[src/rtl/axis_burst_sequencer_pkg.sv]
`default_nettype none
// ============================================================================
//  Module      : axis_burst_sequencer_pkg
//  Description : Shared definitions for the AXI-Stream burst sequencer.
//                Holds the FSM state encoding and the default widths used
//                by the interface, the FSM and the top level.
//  Ports       : none (package)
//  Revision    : 1.0 - initial release
// ============================================================================
package axis_burst_sequencer_pkg;

    // Default widths
    localparam int DEF_TDATA_WIDTH   = 32;
    localparam int DEF_LEN_WIDTH     = 16;
    localparam int DEF_GAP_WIDTH     = 16;
    localparam int DEF_PKT_CNT_WIDTH = 32;

    // Sequencer state encoding
    localparam int         STATE_WIDTH = 2;
    localparam logic [1:0] IDLE        = 2'd0;
    localparam logic [1:0] RUN         = 2'd1;
    localparam logic [1:0] GAP         = 2'd2;

endpackage
`default_nettype wire

[src/rtl/axis_burst_sequencer_if.sv]
`default_nettype none
// ============================================================================
//  Module      : axis_burst_sequencer_if
//  Description : AXI-Stream channel bundle (tvalid/tready/tdata/tlast).
//  Modports    : master - drives tvalid, tdata, tlast; receives tready
//                slave  - receives tvalid, tdata, tlast; drives tready
//  Parameters  : DATA_WIDTH - width of tdata
//  Revision    : 1.0 - initial release
// ============================================================================
interface axis_burst_sequencer_if
    import axis_burst_sequencer_pkg::*;
#(
    parameter int DATA_WIDTH = DEF_TDATA_WIDTH
) ();

    logic                  tvalid;
    logic                  tready;
    logic [DATA_WIDTH-1:0] tdata;
    logic                  tlast;

    modport master (
        output tvalid,
        output tdata,
        output tlast,
        input  tready
    );

    modport slave (
        input  tvalid,
        input  tdata,
        input  tlast,
        output tready
    );

endinterface
`default_nettype wire

[src/rtl/axis_burst_sequencer_fsm.sv]
`default_nettype none
// ============================================================================
//  Module      : axis_burst_sequencer_fsm
//  Description : Control core of the burst sequencer: IDLE/RUN/GAP state,
//                beat counter, gap counter, stop request and the
//                completed-packet counter. Configuration is latched on start
//                and held for the whole sequencing session.
//  Ports       : aclk, aresetn     - clock, synchronous active-low reset
//                cfg_start/stop    - start / stop-at-boundary pulses
//                cfg_continuous    - repeat packets when set
//                cfg_length/gap    - beats per packet / idle cycles between
//                beat              - a beat is transferred this cycle
//                state             - current sequencer state
//                last_beat         - beat counter is at the final beat
//                packet_count      - completed packets (wrapping)
//  Revision    : 1.0 - initial release
// ============================================================================
module axis_burst_sequencer_fsm
    import axis_burst_sequencer_pkg::*;
#(
    parameter int LEN_WIDTH     = DEF_LEN_WIDTH,
    parameter int GAP_WIDTH     = DEF_GAP_WIDTH,
    parameter int PKT_CNT_WIDTH = DEF_PKT_CNT_WIDTH
) (
    input  wire logic                     aclk,
    input  wire logic                     aresetn,
    input  wire logic                     cfg_start,
    input  wire logic                     cfg_stop,
    input  wire logic                     cfg_continuous,
    input  wire logic [LEN_WIDTH-1:0]     cfg_length,
    input  wire logic [GAP_WIDTH-1:0]     cfg_gap,
    input  wire logic                     beat,
    output logic [STATE_WIDTH-1:0]        state,
    output logic                          last_beat,
    output logic [PKT_CNT_WIDTH-1:0]      packet_count
);

    logic [STATE_WIDTH-1:0]   r_state;
    logic [LEN_WIDTH-1:0]     r_beat_cnt;
    logic [GAP_WIDTH-1:0]     r_gap_cnt;
    logic                     r_stop_pending;
    logic [PKT_CNT_WIDTH-1:0] r_packet_count;
    logic [LEN_WIDTH-1:0]     r_length_q;
    logic [GAP_WIDTH-1:0]     r_gap_q;
    logic                     r_continuous_q;

    logic                     w_last_beat;

    // length_q is never zero while running, so length_q - 1 cannot underflow
    // in any state where this compare matters.
    assign w_last_beat = (r_beat_cnt == (r_length_q - LEN_WIDTH'(1)));

    always_ff @(posedge aclk) begin
        if (!aresetn) begin
            r_state        <= IDLE;
            r_beat_cnt     <= '0;
            r_gap_cnt      <= '0;
            r_stop_pending <= 1'b0;
            r_packet_count <= '0;
            r_length_q     <= '0;
            r_gap_q        <= '0;
            r_continuous_q <= 1'b0;
        end else begin
            case (r_state)
                IDLE: begin
                    // A simultaneous stop cancels the start; zero length is
                    // not a valid packet and is ignored.
                    if (cfg_start && !cfg_stop && (cfg_length != '0)) begin
                        r_state        <= RUN;
                        r_length_q     <= cfg_length;
                        r_gap_q        <= cfg_gap;
                        r_continuous_q <= cfg_continuous;
                        r_beat_cnt     <= '0;
                        r_stop_pending <= 1'b0;
                    end
                end

                RUN: begin
                    // Packets are atomic: a stop is only remembered here and
                    // acted on at the packet boundary below.
                    if (cfg_stop) begin
                        r_stop_pending <= 1'b1;
                    end
                    if (beat) begin
                        if (w_last_beat) begin
                            r_packet_count <= r_packet_count + PKT_CNT_WIDTH'(1);
                            r_beat_cnt     <= '0;
                            if (r_stop_pending || cfg_stop || !r_continuous_q) begin
                                r_state        <= IDLE;
                                r_stop_pending <= 1'b0;
                            end else if (r_gap_q != '0) begin
                                // Count gap_q-1 down to 0 -> gap_q idle cycles
                                r_state   <= GAP;
                                r_gap_cnt <= r_gap_q - GAP_WIDTH'(1);
                            end
                        end else begin
                            r_beat_cnt <= r_beat_cnt + LEN_WIDTH'(1);
                        end
                    end
                end

                GAP: begin
                    if (r_stop_pending || cfg_stop) begin
                        r_state        <= IDLE;
                        r_stop_pending <= 1'b0;
                        r_gap_cnt      <= '0;
                    end else if (r_gap_cnt == '0) begin
                        r_state <= RUN;
                    end else begin
                        r_gap_cnt <= r_gap_cnt - GAP_WIDTH'(1);
                    end
                end

                default: begin
                    r_state <= IDLE;
                end
            endcase
        end
    end

    assign state        = r_state;
    assign last_beat    = w_last_beat;
    assign packet_count = r_packet_count;

endmodule
`default_nettype wire

[src/rtl/axis_burst_sequencer.sv]
`default_nettype none
// ============================================================================
//  Module      : axis_burst_sequencer
//  Description : Cuts a free-running AXI-Stream source into fixed-length
//                packets with a configurable idle gap. The source is only
//                allowed to advance while a packet is being emitted; the
//                datapath is a zero-latency combinational pass-through.
//  Ports       : aclk, aresetn     - clock, synchronous active-low reset
//                cfg_start         - pulse: begin sequencing
//                cfg_stop          - pulse: stop at next packet boundary
//                cfg_continuous    - 1 = repeat packets, 0 = single packet
//                cfg_length        - beats per packet
//                cfg_gap           - idle cycles between packets
//                s_axis            - source stream (slave side, tready gated)
//                m_axis            - sink stream (master side, tlast driven)
//                busy              - sequencer not idle
//                packet_count      - number of completed packets
//  Revision    : 1.0 - initial release
// ============================================================================
module axis_burst_sequencer
    import axis_burst_sequencer_pkg::*;
#(
    parameter int AXIS_TDATA_WIDTH = DEF_TDATA_WIDTH,
    parameter int LEN_WIDTH        = DEF_LEN_WIDTH,
    parameter int GAP_WIDTH        = DEF_GAP_WIDTH,
    parameter int PKT_CNT_WIDTH    = DEF_PKT_CNT_WIDTH
) (
    input  wire logic                     aclk,
    input  wire logic                     aresetn,
    input  wire logic                     cfg_start,
    input  wire logic                     cfg_stop,
    input  wire logic                     cfg_continuous,
    input  wire logic [LEN_WIDTH-1:0]     cfg_length,
    input  wire logic [GAP_WIDTH-1:0]     cfg_gap,
    axis_burst_sequencer_if.slave         s_axis,
    axis_burst_sequencer_if.master        m_axis,
    output logic                          busy,
    output logic [PKT_CNT_WIDTH-1:0]      packet_count
);

    logic [STATE_WIDTH-1:0] w_state;
    logic                   w_run;
    logic                   w_last_beat;
    logic                   w_m_tvalid;
    logic                   w_beat;
    logic                   unused_s_tlast;

    // The source's own tlast carries no meaning here; packet boundaries are
    // generated locally.
    assign unused_s_tlast = s_axis.tlast;

    axis_burst_sequencer_fsm #(
        .LEN_WIDTH     (LEN_WIDTH),
        .GAP_WIDTH     (GAP_WIDTH),
        .PKT_CNT_WIDTH (PKT_CNT_WIDTH)
    ) u_fsm (
        .aclk           (aclk),
        .aresetn        (aresetn),
        .cfg_start      (cfg_start),
        .cfg_stop       (cfg_stop),
        .cfg_continuous (cfg_continuous),
        .cfg_length     (cfg_length),
        .cfg_gap        (cfg_gap),
        .beat           (w_beat),
        .state          (w_state),
        .last_beat      (w_last_beat),
        .packet_count   (packet_count)
    );

    assign w_run      = (w_state == RUN);
    assign w_m_tvalid = s_axis.tvalid & w_run;
    assign w_beat     = w_m_tvalid & m_axis.tready;

    // Both directions of the handshake are gated by RUN so neither side can
    // complete a transfer outside a packet.
    assign m_axis.tvalid = w_m_tvalid;
    assign s_axis.tready = m_axis.tready & w_run;
    // Data is zeroed outside RUN so every output is quiet until a start.
    assign m_axis.tdata  = w_run ? s_axis.tdata : '0;
    assign m_axis.tlast  = w_run & w_last_beat;

    assign busy = (w_state != IDLE);

endmodule
`default_nettype wire

[src/flat_wrapper.sv]
// flat-port wrapper written by rule: the top's interface ports become plain ports
module axis_burst_sequencer_flat import axis_burst_sequencer_pkg::*;
#(
    parameter int AXIS_TDATA_WIDTH = DEF_TDATA_WIDTH,
    parameter int LEN_WIDTH        = DEF_LEN_WIDTH,
    parameter int GAP_WIDTH        = DEF_GAP_WIDTH,
    parameter int PKT_CNT_WIDTH    = DEF_PKT_CNT_WIDTH
)
  (aclk, aresetn, cfg_start, cfg_stop, cfg_continuous, cfg_length, cfg_gap, busy, packet_count, s_axis_tvalid, s_axis_tdata, s_axis_tlast, s_axis_tready, m_axis_tvalid, m_axis_tdata, m_axis_tlast, m_axis_tready);
  axis_burst_sequencer_if #(.DATA_WIDTH((32))) s_axis_i ();
  axis_burst_sequencer_if #(.DATA_WIDTH((32))) m_axis_i ();
  input  wire logic aclk;
  input  wire logic aresetn;
  input  wire logic cfg_start;
  input  wire logic cfg_stop;
  input  wire logic cfg_continuous;
  input  wire logic [LEN_WIDTH-1:0] cfg_length;
  input  wire logic [GAP_WIDTH-1:0] cfg_gap;
  output logic busy;
  output logic [PKT_CNT_WIDTH-1:0] packet_count;
  input wire logic [$bits(s_axis_i.tvalid)-1:0] s_axis_tvalid;
  input wire logic [$bits(s_axis_i.tdata)-1:0] s_axis_tdata;
  input wire logic [$bits(s_axis_i.tlast)-1:0] s_axis_tlast;
  output wire logic [$bits(s_axis_i.tready)-1:0] s_axis_tready;
  output wire logic [$bits(m_axis_i.tvalid)-1:0] m_axis_tvalid;
  output wire logic [$bits(m_axis_i.tdata)-1:0] m_axis_tdata;
  output wire logic [$bits(m_axis_i.tlast)-1:0] m_axis_tlast;
  input wire logic [$bits(m_axis_i.tready)-1:0] m_axis_tready;
  assign s_axis_i.tvalid = s_axis_tvalid;
  assign s_axis_i.tdata = s_axis_tdata;
  assign s_axis_i.tlast = s_axis_tlast;
  assign s_axis_tready = s_axis_i.tready;
  assign m_axis_tvalid = m_axis_i.tvalid;
  assign m_axis_tdata = m_axis_i.tdata;
  assign m_axis_tlast = m_axis_i.tlast;
  assign m_axis_i.tready = m_axis_tready;
  axis_burst_sequencer #(.AXIS_TDATA_WIDTH(AXIS_TDATA_WIDTH), .LEN_WIDTH(LEN_WIDTH), .GAP_WIDTH(GAP_WIDTH), .PKT_CNT_WIDTH(PKT_CNT_WIDTH)) u_core (.aclk(aclk), .aresetn(aresetn), .cfg_start(cfg_start), .cfg_stop(cfg_stop), .cfg_continuous(cfg_continuous), .cfg_length(cfg_length), .cfg_gap(cfg_gap), .s_axis(s_axis_i), .m_axis(m_axis_i), .busy(busy), .packet_count(packet_count));
endmodule
[config.mk]
export PLATFORM = sky130hd
export DESIGN_NAME = axis_burst_sequencer_flat
export DESIGN_NICKNAME = d
export VERILOG_FILES = /design/src/rtl/axis_burst_sequencer_pkg.sv /design/src/rtl/axis_burst_sequencer_if.sv /design/src/rtl/axis_burst_sequencer_fsm.sv /design/src/rtl/axis_burst_sequencer.sv /design/src/flat_wrapper.sv
export SDC_FILE = /design/constraint.sdc
export NUM_CORES = 1
export LEC_CHECK = 0
export ABC_CLOCK_PERIOD_IN_PS = 3800
export BUFFER_PORTS_ARGS = -buffer_cell sky130_fd_sc_hd__buf_4
export CAP_MARGIN = 20
export CORE_MARGIN = 5
export CORE_UTILIZATION = 45
export DETAILED_ROUTE_END_ITERATION = 7
export GPL_TIMING_DRIVEN = 0
export PLACE_DENSITY = 0.69
export SLEW_MARGIN = 20
export SYNTH_ARGS = -nofsm -noshare
export SYNTH_HDL_FRONTEND = slang
export SYNTH_SLANG_ARGS = --single-unit
[constraint.sdc]
create_clock -name aclk -period 3.8 [get_ports aclk]
set_input_delay 0.19 -clock aclk [delete_from_list [all_inputs] [get_ports aclk]]
set_output_delay 0.19 -clock aclk [all_outputs]
set_load 0.01 [all_outputs]
Word-level counts from Yosys, hierarchy flattened
Cells that the tools add are included.

cells by class
  reduce and logical (&&, ||, !) cells = 20
  muxes and demuxes = 27
  bitwise logic cells = 4
  add/sub/neg operators = 5
  equality and inequality tests = 12

operators with widths
  kind                                                 count
  2-to-1 mux 16 bit                                    9
  one-hot mux 16 bit (2 select lines)                  2
  subtractor 16 x 1 -> 16 bit (second input constant)  3
  adder 32 x 1 -> 32 bit (second input constant)       1
  2-to-1 mux 32 bit                                    1
  nonzero test 16 bit                                  2
  adder 16 x 1 -> 16 bit (second input constant)       1
  == test 16 bit                                       1
  zero test 16 bit                                     1
  2-to-1 mux 2 bit                                     7
  != test 2 bit (second input constant)                6
  != test 3 bit (second input constant)                3
  AND reduction 3 bit                                  3
  2-to-1 mux 1 bit                                     6
  one-hot mux 2 bit (3 select lines)                   1
  AND reduction 6 bit                                  1
  nonzero test 2 bit                                   3
  AND reduction 5 bit                                  1
  bitwise AND 1 bit                                    4
  one-hot mux 1 bit (3 select lines)                   1
  nonzero test 3 bit                                   1
  == test 2 x 1 -> 1 bit (second input constant)       1
  == test 2 bit (second input constant)                1
  logical AND 1 bit                                    2
  4 further kinds                                      6

word-level totals
  input bits = 72
  output and inout port bits = 68
  flip-flop bits (word level) = 100
  logic and storage cells = 76

Depth between registers and ports, before layout
  depth after elaboration = 6
  gate-level depth with buffers = 11
  mapped depth without buffers = 10

Hierarchy
Synthesis repeated with hierarchy kept, for this count alone.

second synthesis, totals
  cell total of the unflattened synthesis = 857
  area total of the unflattened synthesis = 6676.4 µm²

by module, submodules not included
  module                    times used  area an instance (µm²)  cells each  sequential area each (µm²)
  axis_burst_sequencer_fsm  1           6278.5                  814         2001.9
  axis_burst_sequencer      1           397.9                   43          0.0

Least setup slack after synthesis
Ideal clock, no wire load.

  path type = flip-flop to flip-flop
  start = register u_core.u_fsm.r_length_q[3]
  end = register u_core.u_fsm.r_gap_cnt[7]
  cell stages (with the launch flop) = 11
  clock period less this slack = 3.300 ns
  data required time = 3.670 ns
  setup slack = 0.500 ns
  arrival = 3.169 ns
  library setup time = 0.130 ns
  path buffers = 2
  cell sequence = dfxtp_1 > or3_1 > buf_2 > or4_4 > or3_1 > a221o_1 > or2_2 > o21a_1 > buf_6 > nor4_1 > o22ai_1

on the way
  longest elaborated chain between the ends = 4

ends and longest elaborated chain
  item                                  line                             RTL
  start, declared                       axis_burst_sequencer_fsm.sv:43   logic [LEN_WIDTH-1:0] r_length_q;
  start signal, assigned                axis_burst_sequencer_fsm.sv:70   r_length_q <= cfg_length;
  subtractor 16 x 1 -> 16 bit           axis_burst_sequencer_fsm.sv:51   assign w_last_beat = (r_beat_cnt == (r_length_q - LEN_WIDTH'(1)));
  == test 16 bit                        axis_burst_sequencer_fsm.sv:51
  != test 2 bit (no source line)        --
  AND reduction 6 bit (no source line)  --
  end signal, assigned                  axis_burst_sequencer_fsm.sv:94   r_gap_cnt <= r_gap_q - GAP_WIDTH'(1);
  end signal, assigned                  axis_burst_sequencer_fsm.sv:110  r_gap_cnt <= r_gap_cnt - GAP_WIDTH'(1);
  end, declared                         axis_burst_sequencer_fsm.sv:40   logic [GAP_WIDTH-1:0] r_gap_cnt;

No other way between the ends.
A chain may end at the register's enable or synchronous reset.

Final worst setup path
  start = register u_core.u_fsm.r_length_q[3]
  end = register u_core.u_fsm.r_packet_count[21], in the netlist u_core.u_fsm.packet_count[21]

on the way
  longest elaborated chain between the ends = 3

ends and longest elaborated chain
  item                                  line                            RTL
  subtractor 16 x 1 -> 16 bit           axis_burst_sequencer_fsm.sv:51
  == test 16 bit                        axis_burst_sequencer_fsm.sv:51
  AND reduction 3 bit (no source line)  --
  end signal, assigned                  axis_burst_sequencer_fsm.sv:86  r_packet_count <= r_packet_count + PKT_CNT_WIDTH'(1);
  end, declared                         axis_burst_sequencer_fsm.sv:42  logic [PKT_CNT_WIDTH-1:0] r_packet_count;

No other way between the ends.

==> tab_implementation.tex <==
\begin{tabular}{lr}
\hline
Metric & Value \\
\hline
\multicolumn{2}{l}{\textbf{Status}} \\
\quad Result of the run & complete, no violations \\
\multicolumn{2}{l}{\textbf{Cells and area}} \\
\quad Number of diodes added for antenna fixing & 0 \\
\quad Final standard cell area without fillers & 0.007353 sq mm \\
\quad Total number of nets in the final design & 944 \\
\quad P\&R area growth vs syn & 27.26\% \\
\quad Fraction of final layout cells with drive strength greater than 1 & 0.2032 \\
\quad Final design utilization & 0.5827 \\
\multicolumn{2}{l}{\textbf{Yosys}} \\
\quad Library cells used by synthesis & 58 \\
\quad Fraction of the yosys area taken by sequential cells & 0.3465 \\
\quad Area of the mapped netlist & 0.005778 sq mm \\
\quad Most used flip-flop cell after synthesis & sky130\_fd\_sc\_hd\_\_dfxtp\_1 \\
\quad Count of mapped cells out of synthesis & 718 \\
\quad Total number of yosys warnings & 0 \\
\quad Count of flip-flops with a built-in enable after synthesis & 0 \\
\quad Synthesized area divided by synthesized cell count & 8.047 sq um \\
\quad Synthesized Nets & 795 \\
\quad Share of flip-flops with an asynchronous set or reset & 0 \\
\quad Flops \& latches, synth & 100 \\
\multicolumn{2}{l}{\textbf{Placement}} \\
\quad HPWL after DPL & 13.70 mm \\
\quad Number of port buffers & 138 \\
\quad Post-placement setup slack & 66.07 ps \\
\quad Placed cell areas & 0.007029 sq mm \\
\quad RePlAce Congestion & 0.8984 \\
\multicolumn{2}{l}{\textbf{Setup path}} \\
\quad Peak fanout along the critical path & 10 \\
\quad CP arrival & 3870 ps \\
\quad Data required time of the critical path & 4020 ps \\
\quad Kind of end point of the critical path & flip-flop \\
\quad Critical path launch point type & flip-flop \\
\quad Setup CP Type & reg2reg \\
\multicolumn{2}{l}{\textbf{Floorplanning}} \\
\quad Top-Level Pins & 140 \\
\quad Die extent in y & 123.3 microns \\
\quad Die X & 123.3 microns \\
\quad Initial core utilization & 0.4579 \\
\quad Total die area & 0.01521 sq mm \\
\quad Standard-cell rows & 41 \\
\quad Placeable Area & 0.01262 sq mm \\
\multicolumn{2}{l}{\textbf{Global routing}} \\
\quad Total track usage & 0.2333 \\
\quad Number of global-route vias before repair & 5775 \\
\quad Final global-route overflow total & 0 \\
\quad Wire length of the first global-routing pass & 28.39 mm \\
\quad Maximum number of pins on one net before global-route repair & 16 \\
\quad Initial antenna violation count & 0 \\
\multicolumn{2}{l}{\textbf{Clock tree}} \\
\quad Clock net sink count & 100 \\
\quad Clock-pin slew on the worst setup and hold paths & 70 ps \\
\quad Cell at the root of the clock tree & sky130\_fd\_sc\_hd\_\_clkbuf\_16 \\
\quad Count of hold buffers inserted by post-cts repair & 0 \\
\quad Clock latency at the later pin of the worst-skew pair & 350 ps \\
\quad Clock tree from TritonCTS & yes \\
\quad Max clock buf depth & 2 \\
\quad Number of H-tree levels & 3 \\
\quad CTS buffer count & 9 \\
\multicolumn{2}{l}{\textbf{STA}} \\
\quad Max transition margin & 0.3155 \\
\quad Share of the clock period used by the worst path & 0.9615 \\
\quad Max Clk Rate & 273.7 MHz \\
\quad Final Worst Setup Slack & 146.4 ps \\
\quad Fin Hold WS & 77.41 ps \\
\quad Layout Skew & 9.037 ps \\
\quad Transition time at the pin with the least slew margin & 1019 ps \\
\quad Final critical-path required period & 3654 ps \\
\quad Max-slew violation count & 0 \\
\quad Unrepaired setup endpoints after global routing & true \\
\quad Number of endpoints with negative hold slack in the final report & 0 \\
\quad Setup violators final & 0 \\
\multicolumn{2}{l}{\textbf{Drt}} \\
\quad Post-detailed-route wirelength per cell & 17.04 microns \\
\quad Routed vias & 5880 \\
\quad Number of DRC markers after the initial detailed-route iteration & 637 \\
\quad First-pass iteration count of the detailed router & 5 \\
\quad DRC violations left & 0 \\
\quad ANT nets after route & 0 \\
\quad Avg Vias per Cell & 5.638 \\
\quad Wirelength, routed & 17.78 mm \\
\multicolumn{2}{l}{\textbf{Power}} \\
\quad Peak ir drop on the vdd network & 0.1857 mV \\
\quad Static leakage power & 0.003087 uW \\
\quad Total power divided by cell area & 339.8 mW/mm\^{}2 \\
\multicolumn{2}{l}{\textbf{Run}} \\
\quad Number of max-cap violations & 0 \\
\multicolumn{2}{l}{\textbf{Min path}} \\
\quad Path type of the worst min-delay path & in2reg \\
\hline
\end{tabular}
report_power, final:
part | leakage (uW) | internal, uW | switching (uW)
clock | 0.000148 | 572 | 404
combinational | 0.00213 | 195 | 232
sequential | 0.000809 | 1070 | 26.8
total | 0.00309 | 1840 | 663
state kept, by name (all words and copies together) (netlist names):
name and flops:
u_core.u_fsm.packet_count 32, u_core.u_fsm.r_gap_cnt 16, u_core.u_fsm.r_continuous_q 1, u_core.u_fsm.r_stop_pending 1
u_core.u_fsm.r_length_q 16, u_core.u_fsm.r_beat_cnt 16, u_core.u_fsm.state 2, u_core.u_fsm.r_gap_q 16
synth_stat cells (all sizes together) (5+ instances only):
master	count	area [sq um]
o311ai	12	112.6
a211oi	6	45.04
nor4	32	206.5
and3	11	68.82
mux2i	43	430.4
o21ai	17	88.84
or3	7	43.79
clkbuf	27	101.4
nor3	21	105.1
and2	38	237.7
nor2	99	371.6
nand3	28	155.2
ha	5	62.56
a31oi	7	43.79
xnor2	27	236.5
inv	20	75.07
o41ai	8	92.59
nand2b	14	87.58
nand4	11	68.82
o21bai	11	82.58
or4	7	56.30
a21oi	28	140.1
buf	9	60.05
nand2	61	231.5
dfxtp	100	2002
xor2	23	201.4
layer usage:
metal  global-route usage  up-vias  wire length, microns  share of wire
met4              0.07336        0                   287          0.016
met1               0.2986     2706                  7499           0.42
li1                     -     2868                     -              -
met5                    0        -                     0              0
met3              0.03934       26                  1335          0.075
met2               0.4010      280                  8656           0.49
cell usage in the layout, fill, tap and decap left out, types with 5 or more instances in the layout:
| cell type | netlist | routed |
|---|---|---|
| sky130_fd_sc_hd__nor2_1 | 99 | 99 |
| sky130_fd_sc_hd__clkbuf_16 | 0 | 9 |
| sky130_fd_sc_hd__o21ai_0 | 10 | 10 |
| sky130_fd_sc_hd__clkbuf_1 | 27 | 28 |
| sky130_fd_sc_hd__dfxtp_1 | 100 | 100 |
| sky130_fd_sc_hd__nand3_1 | 25 | 24 |
| sky130_fd_sc_hd__and2_1 | 38 | 38 |
| sky130_fd_sc_hd__inv_1 | 20 | 20 |
| sky130_fd_sc_hd__or4_1 | 6 | 6 |
| sky130_fd_sc_hd__xnor2_1 | 27 | 27 |
| sky130_fd_sc_hd__o311ai_1 | 10 | 10 |
| sky130_fd_sc_hd__xor2_1 | 23 | 23 |
| sky130_fd_sc_hd__a21oi_1 | 28 | 28 |
| sky130_fd_sc_hd__buf_4 | 0 | 138 |
| sky130_fd_sc_hd__nand2b_1 | 14 | 14 |
| sky130_fd_sc_hd__or3_1 | 7 | 7 |
| sky130_fd_sc_hd__a211oi_1 | 6 | 6 |
| sky130_fd_sc_hd__nand2_1 | 60 | 60 |
| sky130_fd_sc_hd__ha_1 | 5 | 5 |
| sky130_fd_sc_hd__nand4_1 | 11 | 11 |
| sky130_fd_sc_hd__o21ai_1 | 6 | 6 |
| sky130_fd_sc_hd__nor3_1 | 21 | 21 |
| sky130_fd_sc_hd__and3_1 | 11 | 11 |
| sky130_fd_sc_hd__mux2i_1 | 43 | 43 |
| sky130_fd_sc_hd__o41ai_1 | 5 | 5 |
| sky130_fd_sc_hd__nor4_1 | 31 | 31 |
| sky130_fd_sc_hd__a31oi_1 | 7 | 7 |
| sky130_fd_sc_hd__o21bai_1 | 11 | 11 |
cells by family after synthesis:
family | Yosys count | synth area share
simple gates | 345 | 0.3058
buf+inv | 56 | 0.04093
flops | 100 | 0.3465
mux | 43 | 0.07449
fa+ha+maj | 5 | 0.01083
compound gates | 119 | 0.1457
xor+xnor | 50 | 0.07579
cell type report:
cell class                 instances  area, sq um
tap                              172        215.2
buffer                            36        161.4
clock inverter                     5        77.57
clock buffer                      10        229.0
sequential                       100         2002
fill                            1177         5266
timing repair buffer             138         1036
inverter                          20        75.07
multi-input combinational        562         3557
worst max-delay path, stage by stage, from the launching register on:
cell,delay [ps]
sky130_fd_sc_hd__dfxtp_1,360
sky130_fd_sc_hd__or3_1,370
sky130_fd_sc_hd__buf_2,160
sky130_fd_sc_hd__or4_4,540
sky130_fd_sc_hd__or3_1,390
sky130_fd_sc_hd__a221o_1,430
sky130_fd_sc_hd__nor3b_4,340
sky130_fd_sc_hd__nand3_2,290
sky130_fd_sc_hd__buf_6,260
sky130_fd_sc_hd__o311ai_1,270
sky130_fd_sc_hd__o41ai_1,120
stage by stage:
| step | instances | TNS, ps | power [uW] |
|---|---|---|---|
| after floorplan | 718 | 0 | 1376 |
| after global placement | 1028 | 0 | 1533 |
| after detailed placement | 1028 | 0 | 1541 |
| after CTS | 1043 | 0 | 2509 |
| after global routing | 1043 | -16.60 | 2590 |
| final | 1043 | 0 | 2499 |
repair_timing:
action	CTS	global route
setup endpoints to repair	0	17
resized for setup	0	3
setup buffers	0	0
path summary, 6_finish.rpt:
kind	cells after the start	slack, ps	end	start
hold / removal	3	80	u_core.u_fsm.r_gap_q[4]$_SDFFE_PN0P_	cfg_gap[4]
hold reg to reg	2	460	u_core.u_fsm.r_gap_cnt[9]$_SDFFE_PN0P_	u_core.u_fsm.r_gap_cnt[9]$_SDFFE_PN0P_
setup reg to reg	10	150	u_core.u_fsm.packet_count[21]$_SDFFE_PN0P_	u_core.u_fsm.r_length_q[3]$_SDFFE_PN0P_
setup / recovery	10	150	u_core.u_fsm.packet_count[21]$_SDFFE_PN0P_	u_core.u_fsm.r_length_q[3]$_SDFFE_PN0P_
Note: power is estimated with default switching activity, not from simulation.
